[src/rtl/case_decoder_pipe.sv]
// case_decoder_pipe
//   Decodes a stream of binary codes into one-hot words through a 2-entry
//   output FIFO. Each stored word carries a repeat tag that is set when its
//   code equals the previously accepted code. A saturating counter tracks
//   how many words have been delivered downstream.
//
// Ports
//   clk           rising-edge clock for all state
//   rst_n         asynchronous active-low reset
//   in_valid      upstream code valid
//   in_ready      a code can be accepted this cycle (occupancy < 2)
//   in            binary code, IN_W bits
//   out_valid     head of buffer holds a word
//   out_ready     downstream accepts the head word this cycle
//   onehot_out    one-hot decode of the head code (zero when empty)
//   repeat_flag   head code repeats the code accepted just before it
//   decode_count  delivered-word count, saturating at all ones
module case_decoder_pipe #(
  parameter  int IN_W  = 2,
  parameter  int CNT_W = 8,
  localparam int OUT_W = 1 << IN_W
) (
  input  logic             clk,
  input  logic             rst_n,
  input  logic             in_valid,
  output logic             in_ready,
  input  logic [IN_W-1:0]  in,
  output logic             out_valid,
  input  logic             out_ready,
  output logic [OUT_W-1:0] onehot_out,
  output logic             repeat_flag,
  output logic [CNT_W-1:0] decode_count
);

  logic [OUT_W-1:0] word_q [2];
  logic             rpt_q  [2];
  logic             rd_ptr;
  logic             wr_ptr;
  logic [1:0]       occ;
  logic [IN_W-1:0]  last_code;
  logic             last_vld;
  logic [CNT_W-1:0] count_q;

  logic [OUT_W-1:0] dec;
  logic             rpt_new;
  logic             push;
  logic             pop;

  // Full decode: every code value selects its own distinct output bit.
  always_comb begin
    dec = '0;
    for (int unsigned i = 0; i < OUT_W; i++) begin
      if (in == IN_W'(i)) dec[i] = 1'b1;
    end
  end

  assign rpt_new   = last_vld && (in == last_code);

  // Readiness comes from registered occupancy only, never from out_ready.
  assign in_ready  = (occ != 2'd2);
  assign out_valid = (occ != 2'd0);
  assign push      = in_valid && in_ready;
  assign pop       = out_valid && out_ready;

  assign onehot_out   = out_valid ? word_q[rd_ptr] : '0;
  assign repeat_flag  = out_valid ? rpt_q[rd_ptr]  : 1'b0;
  assign decode_count = count_q;

  always_ff @(posedge clk or negedge rst_n) begin
    if (!rst_n) begin
      for (int unsigned i = 0; i < 2; i++) begin
        word_q[i] <= '0;
        rpt_q[i]  <= 1'b0;
      end
      rd_ptr    <= 1'b0;
      wr_ptr    <= 1'b0;
      occ       <= 2'd0;
      last_code <= '0;
      last_vld  <= 1'b0;
      count_q   <= '0;
    end else begin
      if (push) begin
        word_q[wr_ptr] <= dec;
        rpt_q[wr_ptr]  <= rpt_new;
        wr_ptr         <= ~wr_ptr;
        last_code      <= in;
        last_vld       <= 1'b1;
      end
      if (pop) begin
        rd_ptr <= ~rd_ptr;
        if (count_q != '1) count_q <= count_q + 1'b1;
      end
      // With one entry, push+pop writes the slot rd_ptr advances onto,
      // so the new word becomes head while occupancy stays at one.
      case ({push, pop})
        2'b10:   occ <= occ + 2'd1;
        2'b01:   occ <= occ - 2'd1;
        default: occ <= occ;
      endcase
    end
  end

endmodule

[config.mk]
export PLATFORM = sky130hd
export DESIGN_NAME = case_decoder_pipe
export DESIGN_NICKNAME = d
export VERILOG_FILES = /design/src/rtl/case_decoder_pipe.sv
export SDC_FILE = /design/constraint.sdc
export NUM_CORES = 1
export LEC_CHECK = 0
export BUFFER_PORTS_ARGS = -buffer_cell sky130_fd_sc_hd__buf_2
export CORE_ASPECT_RATIO = 0.75
export CORE_MARGIN = 3
export CORE_UTILIZATION = 27
export CTS_CLUSTER_DIAMETER = 200
export CTS_CLUSTER_SIZE = 24
export DETAILED_ROUTE_END_ITERATION = 12
export PLACE_DENSITY = 0.43
export SYNTH_ARGS = -nofsm -noshare
export SYNTH_HDL_FRONTEND = slang
export SYNTH_SLANG_ARGS = --single-unit
[constraint.sdc]
create_clock -name clk -period 2.4 [get_ports clk]
set_input_delay 0.24 -clock clk [delete_from_list [all_inputs] [get_ports clk]]
set_output_delay 0.24 -clock clk [all_outputs]
set_load 0.03 [all_outputs]
==> key figures <==
STA
  – Fmax: 563 MHz
  – Worst Skew: 0.00251 ns
  – Tmin final: 1.78 ns
  – Pins Over Slew Limit: 0
  – RSZ-0062 raised after global routing: false
  – Tcrit/Tclk final: 74.0%
  – Slew margin rel.: 59.9%
  – Hold Vio Cnt, Final: 0
  – Setup_tns: 0 ns
  – Final setup viols: 0
  – Actual slew at the worst max-slew pin: 0.599 ns

Worst setup path
  – CP max FO: 7
  – FF-to-FF path depth: 5
  – R2r setup slk: 0.85 ns
  – R2R Path Start: occ[0]
  – CP Launch Point: occ[0]
  – CP required: 2.16 ns
  – WS Path Type: flop to output port
  – Arr. time, crit path: 1.54 ns
  – Critical Path Start Type: flop
  – Reg-to-Reg End: occ[1]
  – Critical Path Sink Type: output port

Logic synthesis
  – Simple-gate share of the synthesized area: 14.9%
  – Ys flop type: dfrtp_1
  – Yosys top cell area share: 52.3%
  – Synth Area in Adders: 2.09%
  – Syn Std Cell Area: 1200 sq um
  – Top cells by count, synth: 25 x dfrtp_1, 8 x mux2_2, 8 x xnor2_1
  – Number of synthesized flops with an enable pin: 0
  – Syn_nets: 111
  – Cell variety after synth: 30
  – Largest family of logic cells by synthesized area: simple AND/OR/NAND/NOR gates
  – Synthesized flop and latch total: 25
  – Most frequent cell after synthesis: dfrtp_1
  – Seq/Total Area, Yosys: 52.3%
  – XOR/XNOR share of the synthesized area: 7.32%
  – Syn_area_per_cell: 11.6 sq um
  – Synth Instances: 103
  – Post-synthesis compound-gate area fraction: 8.37%
  – Asr flop ratio synth: 100%
  – Mux share of post-synthesis cell area: 13.6%
  – Largest cells by area after synthesis: dfrtp_1 52%, mux2_2 7.5%, xnor2_1 5.9%, mux2i_1 4.2%, nor2_1 2.2%
  – Synth Warn #: 0
  – Area leader, netlist: dfrtp_1

GRT
  – GRT overflow: 0
  – Antenna violations before repair: 0
  – Vias in the first global route: 832
  – Global Route Usage Sum: 9.68%
  – First-pass GRT wire length: 4.14 mm
  – Largest net degree at the start of global routing: 26

Clock network
  – Worst-path clk slew: 0.09 ns
  – Clk_lat worst skew: 0.26 ns
  – # resized after CTS: 0
  – CTS Buf Count: 3
  – CTS Sinks: 25
  – CTS H-tree lvls: 1
  – CTS root buffer: clkbuf_8
  – Postcts setup bufs: 0
  – CTS tree: done
  – Hold_buf cts: 1
  – Clock Path Buffers: 2

Final layout
  – Finished Layout Cells: 180
  – FF+latch area: 626 sq um
  – Area of the multi-input gates: 553 sq um
  – P&R area growth vs syn: 17.7%
  – Antenna diodes: 0
  – Layout cells sized above 1: 28.8%
  – Layout Nets: 134
  – Filler cells: 456

Outcome
  – Status: finished, final reports clean

Floorplanning
  – Initial core utilization: 28.8%
  – Chip Height: 63.6 microns
  – Die ar.: 5270 sq um
  – I/O pins: 21
  – Die Width: 82.9 microns
  – FP Rows: 20
  – Core Area: 4150 sq um

Route
  – Vias per inst: 4.67
  – Final ANT Viol Nets: 0
  – WL final: 2.35 mm
  – Wire length per cell: 13.1 microns
  – Vias: 840
  – DR pass1 iterations: 4
  – DRC: 0
  – Initial drt markers: 72

Min path
  – HP Class: input pin to flop
  – Hold-critical path depth: 2
  – Hold_sp: in[0]
  – Hold EP: word_q[4]

Power and ir drop
  – PwrDens: 1360 nW/um^2
  – Worst vdd rail ir drop: 0.535 mV
  – LEAKAGE: 0.637 nW

Placement
  – Gp weighted congestion: 0.758
  – Port Buffers: 20
  – DP HPWL: 1.71 mm
  – Dpl cells: 175

Run
  – Max_cap viols: 0
[worst max-delay path, cell delays in order (launching register included)]
cell	delay, ns
dfrtp_1	0.45
nor2_1	0.50
nor2_1	0.12
buf_2	0.20
[per-stage QoR]
stage / hold WS [ns] / cell area, sq um / setup WS [ns] / utilization [%] / power [mW]
floorplan: -0.0556 / 1200 / 0.755 / - / 1.46
global placement: 0.277 / 1350 / 0.874 / 32.5 / 1.69
detailed placement: 0.271 / 1350 / 0.869 / 32.5 / 1.70
CTS: 0.280 / 1410 / 0.612 / 33.9 / 1.95
global route: 0.289 / 1410 / 0.525 / 33.9 / 2.08
finish: 0.281 / 1410 / 0.624 / 33.9 / 1.92
[where the power goes]
part	total, mW	switching (mW)	internal, mW
clock	0.244	0.128	0.116
sequential	0.800	0.199	0.601
combinational	0.876	0.520	0.356
[logic make-up after synthesis]
logic type / Yosys count
AND/OR/NAND/NOR: 34
flip-flops: 25
multiplexers: 15
AO/OA/AOI/OAI: 13
XOR/XNOR: 10
buffers and inverters: 4
adder cells (fa/ha/maj): 2
[placed cells by master (no fill, tap or decap), drive strengths merged]
cell type,instances
inv,1
o31ai,2
buf,20
nand2,6
o21a,3
o41ai,1
nor2,8
a41oi,1
clkbuf,3
xor2,2
and4,1
clkinv,1
nand4,4
dfrtp,25
nand2b,3
o21ai,4
nand3,5
xnor2,8
mux2,10
ha,2
nor2b,3
o211ai,1
mux2i,5
dlygate4sd3,1
nor3,1
a31oi,1
and3,3
[area by class of cell]
type,instances,area share (%)
Clock buffer,3,2.93
Clock inverter,1,0.356
Inverter,1,0.267
Multi-Input combinational cell,74,39.3
Sequential cell,25,44.4
Tap cell,55,4.89
Timing Repair Buffer,21,7.82
[registers in the layout, summed over array words and instances, names as in the netlist]
register,flops
decode_count,8
last_code,2
last_vld,1
occ,2
rd_ptr,1
rpt_q,2
word_q,8
wr_ptr,1
[layer usage]
metal	wire [microns]	GRT usage [%]
met4	25	2.45
met1	1210	13.3
met5	0	0
met2	1000	14.6
met3	111	3.27
[how the worst max path moves through the flow]
stage                    endpoint  slack, ns
finish              onehot_out[3]       0.62
global route        onehot_out[1]       0.52
CTS                 onehot_out[3]       0.61
detailed placement         occ[1]       0.87
global placement           occ[1]       0.87
floorplan                  occ[1]       0.75
Power figures use the tool's default switching activity.
